## config.mk

```make
export PLATFORM = sky130hd
export DESIGN_NAME = uart_rx_fifo
export DESIGN_NICKNAME = d
export VERILOG_FILES = /design/src/rtl/uart_rx_fifo.sv
export SDC_FILE = /design/constraint.sdc
export NUM_CORES = 1
export LEC_CHECK = 0
export CORE_MARGIN = 1
export CORE_UTILIZATION = 54
export DETAILED_ROUTE_END_ITERATION = 16
export PLACE_DENSITY = 0.71
export SLEW_MARGIN = 10
export SYNTH_ARGS = -nofsm -noshare
export SYNTH_HDL_FRONTEND = slang
export SYNTH_SLANG_ARGS = --single-unit
```

## constraint.sdc

```tcl
create_clock -name clk -period 2.03 [get_ports clk]
set_input_delay 0.203 -clock clk [delete_from_list [all_inputs] [get_ports clk]]
set_output_delay 0.203 -clock clk [all_outputs]
set_load 0.01 [all_outputs]
```

## src/rtl/uart_rx_fifo.sv

```systemverilog
// uart_rx_fifo: oversampling UART receiver with receive FIFO; define UART_RX_MAJORITY_EN for 2-of-3 bit voting
module uart_rx_fifo #(
  parameter int CLK_FREQ   = 50000000,
  parameter int BAUD_RATE  = 19200,
  parameter int FIFO_DEPTH = 8
) (
  input  logic                          clk,
  input  logic                          rst,
  input  logic                          rx,
  input  logic [3:0]                    cfg_data_bits,
  input  logic [1:0]                    cfg_parity,
  input  logic                          cfg_stop2,
  output logic [8:0]                    rx_data,
  output logic                          rx_parity_err,
  output logic                          rx_frame_err,
  output logic                          rx_valid,
  input  logic                          rx_ready,
  output logic                          rx_overrun,
  output logic [$clog2(FIFO_DEPTH):0]   fifo_count
);
  localparam int OSR_Q   = CLK_FREQ / (16 * BAUD_RATE);
  localparam int OSR_DIV = OSR_Q < 1 ? 1 : OSR_Q;
  localparam int DW      = OSR_DIV > 1 ? $clog2(OSR_DIV) : 1;
  localparam int AW      = $clog2(FIFO_DEPTH);
  localparam int CW      = AW + 1;
  typedef enum logic [2:0] {IDLE, START, DATA, PARITY, STOP} state_t;
  state_t state;
  logic s1, rxs, tick, samp, bv, stop2, stop_n, perr, ferr, push, wr, pop, full;
  logic [DW-1:0] dcnt;
  logic [3:0] tcnt, bcnt, nb, nb_c;
  logic [1:0] par;
  logic [8:0] data;
  logic [10:0] pword, head;
  logic [10:0] mem [FIFO_DEPTH];
  logic [AW-1:0] wptr, rptr;
  logic [CW-1:0] count;
  // two-flop synchronizer, idles high so reset cannot look like a start bit
  always_ff @(posedge clk)
    if (rst) {s1, rxs} <= 2'b11;
    else {s1, rxs} <= {rx, s1};
  // oversample tick divider, 16 ticks per bit
  always_ff @(posedge clk)
    dcnt <= (rst || tick) ? '0 : dcnt + DW'(1);
  assign tick = dcnt == DW'(OSR_DIV - 1);
`ifdef UART_RX_MAJORITY_EN
  localparam logic [3:0] SAMP = 4'd9;
  logic m7, m8;
  // hold the tick-7 and tick-8 samples for the vote taken at tick 9
  always_ff @(posedge clk)
    if (rst) begin
      m7 <= 1'b1;
      m8 <= 1'b1;
    end else if (tick) begin
      if (tcnt == 4'd7) m7 <= rxs;
      if (tcnt == 4'd8) m8 <= rxs;
    end
  assign bv = (m7 & m8) | (m7 & rxs) | (m8 & rxs);
`else
  localparam logic [3:0] SAMP = 4'd8;
  assign bv = rxs;
`endif
  assign samp = tick && tcnt == SAMP;
  assign nb_c = cfg_data_bits < 4'd5 ? 4'd5 : cfg_data_bits > 4'd9 ? 4'd9 : cfg_data_bits;
  // frame FSM; the tick counter free-runs so each bit is sampled 16 ticks after the previous one
  always_ff @(posedge clk)
    if (rst) begin
      state  <= IDLE;
      tcnt   <= '0;
      bcnt   <= '0;
      nb     <= 4'd5;
      par    <= '0;
      stop2  <= 1'b0;
      stop_n <= 1'b0;
      perr   <= 1'b0;
      ferr   <= 1'b0;
      data   <= '0;
      push   <= 1'b0;
      pword  <= '0;
    end else begin
      push <= 1'b0;
      if (tick) begin
        tcnt <= tcnt + 4'd1;
        case (state)
          IDLE: if (!rxs) begin
            state  <= START;
            tcnt   <= '0;
            bcnt   <= '0;
            nb     <= nb_c;
            par    <= cfg_parity;
            stop2  <= cfg_stop2;
            stop_n <= 1'b0;
            perr   <= 1'b0;
            ferr   <= 1'b0;
            data   <= '0;
          end
          START: if (samp) state <= bv ? IDLE : DATA;
          DATA: if (samp) begin
            data[bcnt] <= bv;
            bcnt <= bcnt + 4'd1;
            if (bcnt == nb - 4'd1) state <= (par[0] ^ par[1]) ? PARITY : STOP;
          end
          PARITY: if (samp) begin
            perr  <= ^data ^ bv ^ par[0];
            state <= STOP;
          end
          STOP: if (samp) begin
            ferr <= ferr | ~bv;
            if (stop2 && !stop_n) stop_n <= 1'b1;
            else begin
              push  <= 1'b1;
              pword <= {ferr | ~bv, perr, data};
              state <= IDLE;
            end
          end
          default: state <= IDLE;
        endcase
      end
    end
  assign pop  = rx_valid && rx_ready;
  assign full = count == CW'(FIFO_DEPTH);
  assign wr   = push && (!full || pop);
  // FIFO storage, written only when the push is accepted
  always_ff @(posedge clk)
    if (wr) mem[wptr] <= pword;
  // FIFO pointers, occupancy and overrun pulse
  always_ff @(posedge clk)
    if (rst) begin
      wptr       <= '0;
      rptr       <= '0;
      count      <= '0;
      rx_overrun <= 1'b0;
    end else begin
      wptr       <= wptr + AW'(wr);
      rptr       <= rptr + AW'(pop);
      count      <= count + CW'(wr) - CW'(pop);
      rx_overrun <= push && full && !pop;
    end
  assign head          = mem[rptr];
  assign rx_valid      = count != '0;
  assign rx_data       = rx_valid ? head[8:0] : '0;
  assign rx_parity_err = rx_valid && head[9];
  assign rx_frame_err  = rx_valid && head[10];
  assign fifo_count    = count;
endmodule

```

==> results of run 1 <==
-- sequential cells by signal, indices dropped and copies added, names as in the netlist, 2 cells and up --
signal	cells
mem	88
pword	11
data	9
dcnt	8
bcnt	4
fifo_count	4
nb	4
tcnt	4
rptr	3
state	3
wptr	3
par	2
-- final cells by class --
type	count	share of cell area [%]
timing repair buffer	89	10.61
tap	143	2.215
clock inverter	15	1.611
clock buffer	17	5.266
inverter	18	0.8363
multi-input combinational	293	31.07
sequential	151	48.40
-- through the flow --
stage / setup TNS, ps / instance area, um^2 / utilization, %
3_3_place_gp: -102.9 / 7199 / 62.25
4_1_cts: -1535 / 8019 / 69.34
5_1_grt: -2266 / 8079 / 69.86
3_5_place_dp: -329.1 / 7199 / 62.25
2_1_floorplan: -8.549 / 6487 / -
6_report: -1146 / 8079 / 69.86
-- Yosys cell counts (3+ instances only) --
master and n:
and3_1 3, nand3_1 16, xnor2_1 20, nor3_1 5
buf_2 7, buf_1 3, nand2b_1 8, ha_1 19
nor2b_1 8, nand4_1 5, dfxtp_1 63, a21oi_1 10
nand2_1 19, xor2_1 10, o21ai_0 4, edfxtp_1 88
inv_1 18, or4_1 3, nor2_1 63, a21o_1 4
mux2i_1 28, nand3b_1 3, mux4_2 22, clkbuf_1 9
-- final timing paths --
| path | startpoint | to | slack, ps | depth (start not counted) |
|---|---|---|---|---|
| max | rptr[0] | rx_data[1] | -160 | 6 |
| min | cfg_parity[0] | par[0] | 340 | 3 |
| max reg2reg | fifo_count[0] | fifo_count[2] | 40 | 10 |
| min reg2reg | s1 | bv | 410 | 1 |
-- power breakdown --
part	internal [W]	switching [W]	leakage, nW
registers	0.00328	0.0000893	1.33
clock network	0.00168	0.00124	0.261
logic	0.00133	0.000955	1.34
total	0.00629	0.00228	2.92
-- what timing repair did --
action / 4_1_cts / 5_1_grt
endpoints found under the setup margin: 16 / 50
buffers inserted: 20 / 2
resized for setup: 70 / 12
pin swaps: 7 / 8
gates cloned: 3 / 0
-- worst max-delay path, cell delays in order, from the launching register on --
cell and delay [ps]:
dfxtp_4 440, buf_16 140, buf_6 90, mux4_2 500, mux2i_1 180, nor2_1 80
buf_2 140
-- metal layers --
layer  GRT usage, %  routed length (um)  up-vias
met5              0                   0        -
met4          8.198                 200        0
met3          5.498                 389       15
met2          41.29                6926       73
met1          26.85                5488     1983
li1               -                   -     1932
-- cell families (layout without fill, tap and decap cells) --
kind of cell               Yosys count  after routing  synth area share (%)
buffers and inverters               40            139                 2.744
xor gates and xnor gates            31             31                 4.406
muxes                               51             51                 12.15
and+or+nand+nor                    155            155                 12.46
adders and majority gates           20             20                 3.981
DFF                                151            151                 60.29
AOI/OAI and AO/OA                   36             36                 3.962
==> results.cfg, run 1 <==
[status]
outcome = finished, violations left
violations = design-rule violations, negative setup slack

[floorplanning]
die_h_um = 111.5
num_rows = 39
io_pins = 28
die_area_um2 = 12430
coreArea_um2 = 11560
die_w_um = 111.5
start_util_pct = 55.99

[routing]
dr.pass1.iters = 10
ant_nets = 0
vias_per_cell = 5.514
num_vias = 4003
wl_mm = 13.01
drc = 2
drtIter0Drc = 261
wl_per_cell_um = 17.91

[logic_synthesis]
synth_flop_cell = edfxtp_1
yosys_warnings = 0
synth.area.top_cells = edfxtp_1 (41%), dfxtp_1 (19%), mux4_2 (7.7%)
post-synth-top-area-cell = edfxtp_1
synth_area_um2 = 6475
syn_avg_cell_area_um2 = 13.38
netlist_instances = 484
synth.distinct_cells = 61
async_reset_ff_share_pct = 0
synth_edf_count = 88
yosys.area.top_type_share_pct = 40.81
syn_nets = 515
synth-seq-cells = 151
synth_seq_area_share_pct = 60.29

[critical_path]
required_ps = 1830
critPathKind = reg -> out
start_kind = flop
path_max_fanout = 5
worst_setup_path_end_kind = output pin
arrival_ps = 1990

[placed_design]
gp_congestion = 0.8005
io_buffers = 27
pre_cts_ws_ps = -104.7
dp_hpwl_mm = 8.145
dp_cells = 670

[timing]
whs_ps = 341.0
finalSetupViolCount = 11
fmaxAchievable_ghz = 0.4567
max_slew.worst_pin.slew_ps = 459.0
rsz0062_at_grt = yes
clock_skew_ps = 7.764
finalCritPeriodShare_pct = 107.9
slew_violations = 0
hold_violations = 0
slew_headroom_pct = 69.31
layout_setup_ws_ps = -159.5
layout_min_cycle_time_ps = 2189

[finish]
seq_area_um2 = 3910
antennaDiodeCount = 0
layout-drive-gt1-share_pct = 28.13
final_cell_mix = edfxtp_1 (88), nor2_1 (63), dfxtp_1 (60)
multi_input_area_um2 = 2510
layout.nets = 601
fillers = 782
syn_to_final_growth_pct = 24.77
final_common_cell = edfxtp_1
final_cells = 726

[power]
power_density_nw_per_um2 = 1061
p_leak_nw = 2.925
vdd_drop_max_uv = 784.0
total_power_w = 0.008573

[global_route]
grt_pass1_wl_mm = 21.50
grt_max_degree = 24
antenna_found_initial = 0
grt_usage_pct = 22.99
overflow = 0
grt_pass1_vias = 4113

[clock_network]
htreeDepth = 4
cts_max_path_buffers = 2
cts_sinks = 151
cts_tree = done
clk_pin_slew_worst_paths_ps = 60
hold_buffers = 0
clk_latency_ps = 420
ctsRootBufferMaster = clkbuf_16
cts_buffers = 17

[worst_hold_path]
hp-class = in -> reg

[flow_run]
maxCapViolations = 0
Power figures use the tool's default switching activity.
==> run 2: changes to the inputs <==
Settings changed: GPL_TIMING_DRIVEN from default to 0.
==> run 2 against run 1 <==
  * The run still ends with design-rule violations, negative setup slack left
  * Routed wire length is 0.13% higher
  * Fmax is 1.7% lower
  * Register-to-register slack better by 20 ps
  * Clock skew is 1.6 ps lower
  * Critical path type unchanged
  * Largest cell class unchanged
  * Largest power group unchanged
==> results.cfg, run 2 (synthesis gave the netlist of run 1 again) <==
[floorplanning]
io_pins = 28
start_util_pct = 55.99
die_h_um = 111.5
die_w_um = 111.5
coreArea_um2 = 11560
die_area_um2 = 12430
num_rows = 39

[routing]
wl_per_cell_um = 18.39
drtIter0Drc = 206
ant_nets = 0
num_vias = 3952
wl_mm = 13.02
dr.pass1.iters = 10
vias_per_cell = 5.582
drc = 1

[global_route]
grt_pass1_wl_mm = 20.58
antenna_found_initial = 0
grt_usage_pct = 22.31
grt_pass1_vias = 3973
overflow = 0
grt_max_degree = 17

[timing]
finalSetupViolCount = 11
max_slew.worst_pin.slew_ps = 687.7
whs_ps = 340.9
rsz0062_at_grt = yes
finalCritPeriodShare_pct = 109.7
hold_violations = 0
layout_min_cycle_time_ps = 2228
fmaxAchievable_ghz = 0.4489
layout_setup_ws_ps = -197.8
slew_violations = 0
clock_skew_ps = 6.185
slew_headroom_pct = 54.15
tns_ps = -1022

[critical_path]
start_kind = flop
critPathKind = reg -> out
r2r_cells = 11
worst_setup_path_end_kind = output pin
path_cells = buf_12 > buf_6 > mux4_2 > mux2i_1 > nor2_1 > buf_2
cpPeakStageDelay_ps = 520
arrival_ps = 2020
required_ps = 1830
crit_slowest_cell = mux4_2
path_max_fanout = 5

[placed_design]
pre_cts_ws_ps = -509.7
dp_hpwl_mm = 8.183
gp_congestion = 0.9196
io_buffers = 27

[finish]
reg_top3 = mem: 88 flops, pword: 11 flops, data: 9 flops
layout-drive-gt1-share_pct = 26.37
largest_reg_flops = 88
syn_to_final_growth_pct = 23.71
layout.nets = 583
antennaDiodeCount = 0
largest-register = mem
final_common_cell = edfxtp_1
final_cell_mix = edfxtp_1 (88), dfxtp_1 (58), nor2_1 (56)
fillers = 773

[power]
vdd_drop_max_uv = 575.5
p_leak_nw = 2.820
power_density_nw_per_um2 = 1087
clockPowerShare_pct = 36.6
p_int_w = 0.006513
comb_power_share_pct = 24.5
sequentialPowerShare_pct = 38.9
netSwitchingFraction_pct = 25.18
p_sw_w = 0.002192

[flow_run]
maxCapViolations = 0

[status]
outcome = finished, violations left
violations = design-rule violations, negative setup slack

[clock_network]
cts_buffers = 17
cts_max_path_buffers = 2
htreeDepth = 4
clk_latency_ps = 420
cts_tree = done
ctsRootBufferMaster = clkbuf_16
clk_pin_slew_worst_paths_ps = 60
cts_sinks = 151
hold_buffers = 0

[worst_hold_path]
hp-class = in -> reg
holdPathStages = 2
run 2: cell types whose count changed in the layout (fill, tap and decap cells not counted), moves of 4 or more:
cell,before,now
clkbuf_1,0,7
nor2_1,63,56
nor2_4,0,6
buf_4,45,10
buf_2,11,15
clkbuf_8,0,4
buf_6,6,11
run 2: worst max-delay path: cells and delay by family (launching register included):
kind	cells	cell delay (ps)
multiplexers	2	730
flip-flops	1	440
buffers and inverters	3	380
AND/OR/NAND/NOR	1	60
run 2: cell type report:
| cell class | count | area (um^2) | area share, % |
|---|---|---|---|
| flip-flops and latches | 151 | 3913 | 48.84 |
| clock buffers | 21 | 460.4 | 5.748 |
| clock inverters | 11 | 148.9 | 1.859 |
| inverters | 18 | 67.56 | 0.8435 |
| multi-input cells | 293 | 2571 | 32.10 |
| plain buffers | 22 | 178.9 | 2.234 |
| well taps | 143 | 178.9 | 2.234 |
| repair buffers | 49 | 491.7 | 6.139 |
run 2: path summary, 6_finish.rpt:
| path | slack [ps] | end | startpoint |
|---|---|---|---|
| min reg2reg | 410 | bv | s1 |
| max reg2reg | 60 | fifo_count[2] | fifo_count[2] |
| min | 340 | s1 | rx |
| max | -200 | rx_data[1] | rptr[0] |
run 2: timing repair:
item	in CTS	in global routing
resized for setup	104	18
cloned	2	0
pin swaps	9	10
setup endpoints to repair	124	108
buffers inserted	16	5
run 2: power groups by stage:
stage	clock, W	sequential [W]	combinational (W)
2_1_floorplan	0	0.00341	0.00101
3_3_place_gp	0	0.00341	0.00162
3_5_place_dp	0	0.00341	0.00163
4_1_cts	0.00322	0.00338	0.00204
5_1_grt	0.00335	0.00340	0.00231
6_report	0.00319	0.00339	0.00213
run 2: metrics by stage:
| step | utilization [%] | area (um^2) | instances | total power [W] |
|---|---|---|---|---|
| after CTS | 68.35 | 7905 | 704 | 0.008636 |
| after global routing | 69.26 | 8010 | 708 | 0.009055 |
| after detailed placement | 59.98 | 6937 | 654 | 0.005043 |
| final | 69.26 | 8010 | 708 | 0.008705 |
| after floorplan | - | 6487 | 484 | 0.004424 |
| after global placement | 59.98 | 6937 | 654 | 0.005027 |
run 2: metal layers:
metal,wire (um),up-vias,GRT usage [%]
li1,-,1905,-
met4,371,0,10.36
met5,0,-,0
met1,5484,1944,26.01
met2,6741,71,39.54
met3,425,32,4.682
